[src/rtl/mux_pkg.sv]
// Shared types and widths for the 16:1 mux and its serializer front end.
package mux_pkg;

  localparam int MUX_WIDTH = 16;
  localparam int SEL_W     = 4;

  typedef enum logic {
    IDLE  = 1'b0,
    SHIFT = 1'b1
  } state_e;

endpackage

[src/rtl/mux16to1.sv]
// Plain 16:1 bit multiplexer: y is in[sel].
module mux16to1
  import mux_pkg::*;
(
  input  logic [SEL_W-1:0]     sel,
  input  logic [MUX_WIDTH-1:0] in,
  output logic                 y
);

  assign y = in[sel];

endmodule

[src/rtl/mux16_serializer.sv]
// Parallel-to-serial front end: captures a 16-bit word and walks the mux select
// 0..15 so the word leaves LSB first, each bit held for BIT_CYCLES clocks.
module mux16_serializer
  import mux_pkg::*;
#(
  parameter int unsigned BIT_CYCLES = 1  // legal range 1..255
) (
  input  logic                 clk,
  input  logic                 rst,
  input  logic [MUX_WIDTH-1:0] in_data,
  input  logic                 in_valid,
  output logic                 in_ready,
  output logic [SEL_W-1:0]     sel,
  output logic                 y,
  output logic                 y_valid,
  output logic                 y_last,
  output logic                 busy
);

  localparam logic [7:0]       CNT_MAX  = 8'(BIT_CYCLES - 1);
  localparam logic [SEL_W-1:0] SEL_LAST = SEL_W'(MUX_WIDTH - 1);

  // Handshake: a word transfers on a rising edge where in_valid & in_ready are
  // both high; in_ready depends only on registered state, never on in_valid,
  // and the producer must hold in_data stable until that transfer happens.

  state_e                 state_q, state_d;
  logic [SEL_W-1:0]       sel_q, sel_d;
  logic [7:0]             cnt_q, cnt_d;
  logic [MUX_WIDTH-1:0]   data_q, data_d;
  logic                   term_cnt;
  logic                   at_last;
  logic                   take;
  logic                   mux_y;

  assign term_cnt = (cnt_q == CNT_MAX);
  assign at_last  = (sel_q == SEL_LAST);
  assign in_ready = (state_q == IDLE) || ((state_q == SHIFT) && at_last && term_cnt);
  assign take     = in_valid && in_ready;

  always_ff @(posedge clk or posedge rst) begin
    if (rst) begin
      state_q <= IDLE;
      sel_q   <= '0;
      cnt_q   <= '0;
      data_q  <= '0;
    end else begin
      state_q <= state_d;
      sel_q   <= sel_d;
      cnt_q   <= cnt_d;
      data_q  <= data_d;
    end
  end

  always_comb begin
    state_d = state_q;
    sel_d   = sel_q;
    cnt_d   = cnt_q;
    data_d  = data_q;
    case (state_q)
      IDLE: begin
        if (take) begin
          data_d  = in_data;
          sel_d   = '0;
          cnt_d   = '0;
          state_d = SHIFT;
        end
      end
      SHIFT: begin
        if (!term_cnt) begin
          cnt_d = cnt_q + 8'd1;
        end else begin
          cnt_d = '0;
          if (!at_last) begin
            sel_d = sel_q + SEL_W'(1);
          end else if (take) begin
            // Back-to-back: the next word starts with no idle bubble.
            data_d  = in_data;
            sel_d   = '0;
            state_d = SHIFT;
          end else begin
            sel_d   = '0;
            state_d = IDLE;
          end
        end
      end
      default: begin
        state_d = IDLE;
        sel_d   = '0;
        cnt_d   = '0;
      end
    endcase
  end

  mux16to1 u_mux (
    .sel (sel_q),
    .in  (data_q),
    .y   (mux_y)
  );

  assign sel     = sel_q;
  assign busy    = (state_q == SHIFT);
  assign y_valid = busy;
  assign y_last  = busy && at_last;
  assign y       = mux_y && y_valid;

endmodule

[config.mk]
export PLATFORM = sky130hd
export DESIGN_NAME = mux16_serializer
export DESIGN_NICKNAME = d
export VERILOG_FILES = /design/src/rtl/mux_pkg.sv /design/src/rtl/mux16to1.sv /design/src/rtl/mux16_serializer.sv
export SDC_FILE = /design/constraint.sdc
export NUM_CORES = 1
export LEC_CHECK = 0
export CAP_MARGIN = 15
export CORE_UTILIZATION = 38
export CTS_CLUSTER_DIAMETER = 100
export DETAILED_ROUTE_END_ITERATION = 10
export PLACE_DENSITY_LB_ADDON = 0.3
export SETUP_SLACK_MARGIN = 0.1
export SLEW_MARGIN = 20
export SYNTH_ARGS = -nofsm -noshare
export SYNTH_HDL_FRONTEND = slang
export SYNTH_SLANG_ARGS = --single-unit
[constraint.sdc]
create_clock -name clk -period 3.3 [get_ports clk]
set_input_delay 0.495 -clock clk [delete_from_list [all_inputs] [get_ports clk]]
set_output_delay 0.495 -clock clk [all_outputs]
set_load 0.01 [all_outputs]
======== Word-level counts from Yosys, hierarchy flattened ========
Cells that the tools add are included.
cells by class
  equality and inequality tests ........... 4
  add/subtract/negate cells ............... 2
  muxes and demuxes ....................... 17
  $lt $le $gt $ge ......................... 1
  reduce and logical (&&, ||, !) cells .... 8
  bitwise gates (word level) .............. 1
operator list
  operator             count
  $mux 16              3
  $pmux 16 s2          1
  $mux 8               2
  $pmux 8 s2           1
  $mux 4               3
  $add 8x1->8 const B  1
  $logic_not 8->1      1
  $pmux 4 s2           1
  $lt 4x5->1 const B   1
  $add 4x1->4 const B  1
  $bmux 1 s4           1
  $eq 4x4->1 const B   1
  $logic_and 1x1->1    4
  $mux 1               4
  $ne 2x1->1 const B   2
  $reduce_and 2->1     2
  $ne 2x2->1 const B   1
  $pmux 1 s2           1
  $logic_or 1x1->1     1
  $not 1->1            1
storage, ports and cells
  register bits after elaboration ......... 29
  word-level logic and storage cells ...... 37
  output and inout port bits .............. 9
  bits of input ports ..................... 19

======== Longest topological paths before layout ========
Gate-level depths: netlist of run 1.
  word-level depth ........................ 9
  mapped depth ............................ 7
  depth with buffers taken out ............ 6

======== Modules after synthesis ========
Synthesis of run 1 repeated with hierarchy kept, for this count alone.
unflattened totals
  cell total of the unflattened synthesis .. 124
  area total of the unflattened synthesis .. 1507.7 µm²
by module, submodules not included
  module            cells an instance  seq. area each (µm²)  area an instance (µm²)  instances
  mux16_serializer  117                725.7                 1372.6                  1
  mux16to1          7                  0.0                   135.1                   1

======== Worst setup path after synthesis of run 1 ========
OpenSTA, ideal clock, no wires.
  path kind ............................... register to output
  from .................................... register sel_q[0] (netlist: sel[0])
  to ...................................... output y
  slack ................................... 1.101 ns
  cell stages (with the launch flop) ...... 6
  path buffers ............................ 1
  arrival time ............................ 1.704 ns
  data required time ...................... 2.805 ns
  cell sequence ........................... dfrtp_1 -> clkbuf_1 -> mux4_2 -> a2bb2oi_1 -> a32oi_1 -> nor2_1
between the ends
  longest elaborated chain between the ends .. 3
RTL lines
  item                          line                     RTL
  from (decl)                   mux16_serializer.sv:28   logic [SEL_W-1:0] sel_q, sel_d;
  from (signal assigned)        mux16_serializer.sv:49   sel_q <= sel_d;
  $bmux 1 s4                    mux16to1.sv:10           assign y = in[sel];
  $mux 1 (implied by the code)  mux16to1.sv:10
  $logic_and 1x1->1             mux16_serializer.sv:105  assign y = mux_y && y_valid;
  to (decl)                     mux16_serializer.sv:14   output logic y,
Every way passes these cells. The select of a mux whose other input is x is not followed.

======== Worst setup path in the final report of run 1 ========
Same ends and word-level chain as after synthesis.

==> impl_summary.txt, run 1 <==
----------------------------------------------------
[Placed design]
  Final HPWL from detailed placement ... 2340 µm
  Cell Area, Placed ... about 0.0018 mm²
  Final GP Congestion ... 0.838
  Count of input and output buffers ... 27

[Route]
  Routed wirelength normalized by instance count ... 15.4 µm
  Vias/cell ... roughly 5.5
  Initial DRT Pass Iterations ... 4
  # DRC ... 0
  Post-DRT Antenna Nets ... 0
  Vias after detailed routing ... 1,170
  Initial drt markers ... 79
  Final Routed Wirelength ... 3260 µm

[Synth]
  Number of distinct standard cells referenced by the synthesized netlist ... 35
  Synth warnings ... 0
  Gate count of the mapped netlist ... 134
  Synth Flop Type ... dfrtp_1
  Share of synthesized area occupied by flip-flops and latches ... between 40% and 50%
  Post-synthesis cell area ... 0.00153 mm²
  Synthesized area per cell ... 11.4 µm²
  Synthesis-stage register bit count ... 29
  Number of enable flip-flop cells after synthesis ... 0
  Top-area cell type share of the netlist area ... 47.5%
  Dominant cells by area after synthesis ... dfrtp_1, mux2_4, mux2_2
  Async set-or-reset flop fraction in the synthesized netlist ... 100%
  Mapped Nets ... 156
  Area leader, netlist ... dfrtp_1

[Setup path]
  Crit end category ... primary output
  Highest net fanout along the worst path ... 11
  Biggest cell delay along the critical path ... ~0.62 ns
  Worst r2r src ... cnt_q[0]$_DFFE_PP0P_
  Critical path buffer and inverter count ... 1
  Reg-to-reg endpoint ... data_q[7]$_DFFE_PP0P_
  Data required time at the worst endpoint ... 2.80 ns
  Critical Path Start Type ... register
  Type of the setup path with the least slack ... reg2out
  Total stage count of the critical path ... 5
  Data arrival time of the critical path ... roughly 2.4 ns
  Critical Path, Cell by Cell ... mux4_2 -> a2bb2oi_1 -> a32oi_1 -> nor2_1 -> clkdlybuf4s50_1
  Crit-path leading delay family ... flip-flops
  Slack of the worst reg-to-reg path ... 1.13 ns
  Highest-delay cell along the critical path ... dfrtp_1
  R2R cell count ... 6

[Cells and area]
  Final core occ ... 51.2%
  Cell area after layout ... about 0.0019 mm²
  Final nets ... 185
  Most common cell after layout, fill and taps aside ... dfrtp_1
  Leading cell types in the layout, fill and taps excluded ... dfrtp_1, clkdlybuf4s50_1, o21ai_0, mux2_4, nand2_1
  Number of antenna repair diodes ... 0
  Share of cells above drive strength 1 ... 17.8%
  Relative area change from synthesis to final layout ... 25.6%

[Status]
  Result of the run ... complete, no violations

[Floorplan]
  Overall die width ... 65.4 µm
  Die H ... 65.4 µm
  Placeable Area ... 0.00374 mm²
  Initial core utilization ... 40.8%
  Io pins ... 28
  Area of the die ... 0.00427 mm²
  Standard-cell row count ... 22

[Power]
  Static Leakage ... between 0.9 and 1 nW
  Power density over the cells ... 350 mW/mm²
  Peak supply drop ... 0.137 mV

[Min path]
  Instance count along the most critical hold path ... 1
  Class of the worst hold path ... reg2reg
  Worst hold path startpoint ... data_q[15]$_DFFE_PP0P_
  Hold-critical path endpoint ... data_q[15]$_DFFE_PP0P_

[STA]
  Slew at the pin closest to its max-slew limit ... approximately 0.73 ns
  Final number of max-transition violations ... 0
  Tcrit/Tclk final ... 86.7%
  Setup repair after global routing missed its margin ... no
  Rel. slew slack ... 50.5%
  Setup TNS Final ... 0 ns
  Highest achievable clock rate ... 349 MHz
  Shortest period the worst path allows ... 2.86 ns
  Setup clock skew after layout ... 0.00225 ns
  Setup Viol. Count Final ... 0
  Hold Violations, Final ... 0

[Global route]
  Number of antenna violations at the first check in global routing ... 0
  Total gr overflow ... 0
  Maximum number of pins on one net before global-route repair ... 30
  GRT Util Overall ... 17.7%
  Number of global-route vias before repair ... 1,135
  First-pass GRT wire length ... 5530 µm

[CTS]
  Clk pin slew, worst setup/hold paths ... 0.06 ns
  Root cell of the clock tree ... clkbuf_8
  Source-to-sink clock delay at the later pin of the worst-skew pair ... 0.28 ns
  Count of hold-fix buffers inserted at cts ... 0
  Clock Sinks ... 29
  Total number of H-tree levels ... 2
  Clock buffers created by TritonCTS ... 5
  Post-cts repair resize count ... 0
  CTS tree ... done
  Total setup buffers inserted after CTS ... 0
  Maximum buffer depth of the clock tree ... 2

[Run]
  Maxcap violations ... 0

----------------------------------------------------
## registers in the layout (all words and copies together) (netlist names)
name	flops
data_q	16
cnt_q	8
sel	4
busy	1
## worst max-delay path by stage
stage | from | end
after floorplan | sel[0]$_DFFE_PP0P_ | y
after detailed placement | sel[0]$_DFFE_PP0P_ | y
after CTS | sel[0]$_DFFE_PP0P_ | y
final | sel[0]$_DFFE_PP0P_ | y
after global placement | sel[0]$_DFFE_PP0P_ | y
after global routing | sel[0]$_DFFE_PP0P_ | y
## worst register-to-register path: cells and delay by family (launching register included)
family	cells	cell delay, ns
and+or+nand+nor	2	0.71
DFF	1	0.42
adders and majority gates	1	0.14
buffers and inverters	1	0.08
AOI/OAI and AO/OA	1	0.34
muxes	1	0.36
## power by group
group	switching, mW	internal [mW]	total (mW)
Clock	0.121	0.165	0.286
Sequential	0	0.356	0.356
Combinational	0.0106	0.0198	0.0304
Total	0.131	0.540	0.672
## per-stage QoR
| step | power [mW] | setup slack, ns | cells | hold slack (ns) |
|---|---|---|---|---|
| after detailed placement | 0.393 | 0.745 | 204 | 0.501 |
| after floorplan | 0.368 | 1.10 | 134 | 0.474 |
| after CTS | 0.683 | 0.430 | 211 | 0.509 |
| after global routing | 0.702 | 0.300 | 211 | 0.526 |
| after global placement | 0.393 | 0.809 | 204 | 0.495 |
| final | 0.672 | 0.438 | 211 | 0.509 |
## routing by layer
layer / vias up / GRT usage (%) / part of all wire [%]
met1: 577 / 21.7 / 43
met4: 0 / 6.52 / 1.8
li1: 553 / - / -
met3: 5 / 6.08 / 5.3
met2: 35 / 28.6 / 50
met5: - / 0 / 0
## cell type report
class,count,area [µm²]
fillers,333,1830
multi-input cells,93,744
flip-flops and latches,29,726
repair buffers,28,278
clock buffers,7,86.3
well taps,48,60.1
inverters,6,22.5
## cells by family after synthesis
family / count (synthesis) / share of synthesized area (%)
AO/OA/AOI/OAI: 33 / 14.2
adder cells (fa/ha/maj): 3 / 2.46
buffers and inverters: 12 / 3.69
flip-flops: 29 / 47.5
multiplexers: 22 / 19.8
AND/OR/NAND/NOR: 35 / 12.3
## cells in the mapped netlist, types with 2 or more instances
master	count
mux2_4	10
a2bb2oi_1	2
a21oi_1	5
nand4_1	2
ha_1	3
or3_1	2
o21ai_0	13
clkbuf_1	4
mux2i_1	4
nand3_1	5
nor3_1	3
inv_1	6
nand2_1	9
mux2_2	6
nor2_1	6
mux4_2	2
a31oi_1	6
dfrtp_1	29
Note: power is estimated with default switching activity, not from simulation.
==> run 2: changes to the inputs <==
Settings changed: SKIP_CTS_REPAIR_TIMING set to 1.
==> results of run 2 <==
Final layout, timing and power as in run 1 (identical DEF).
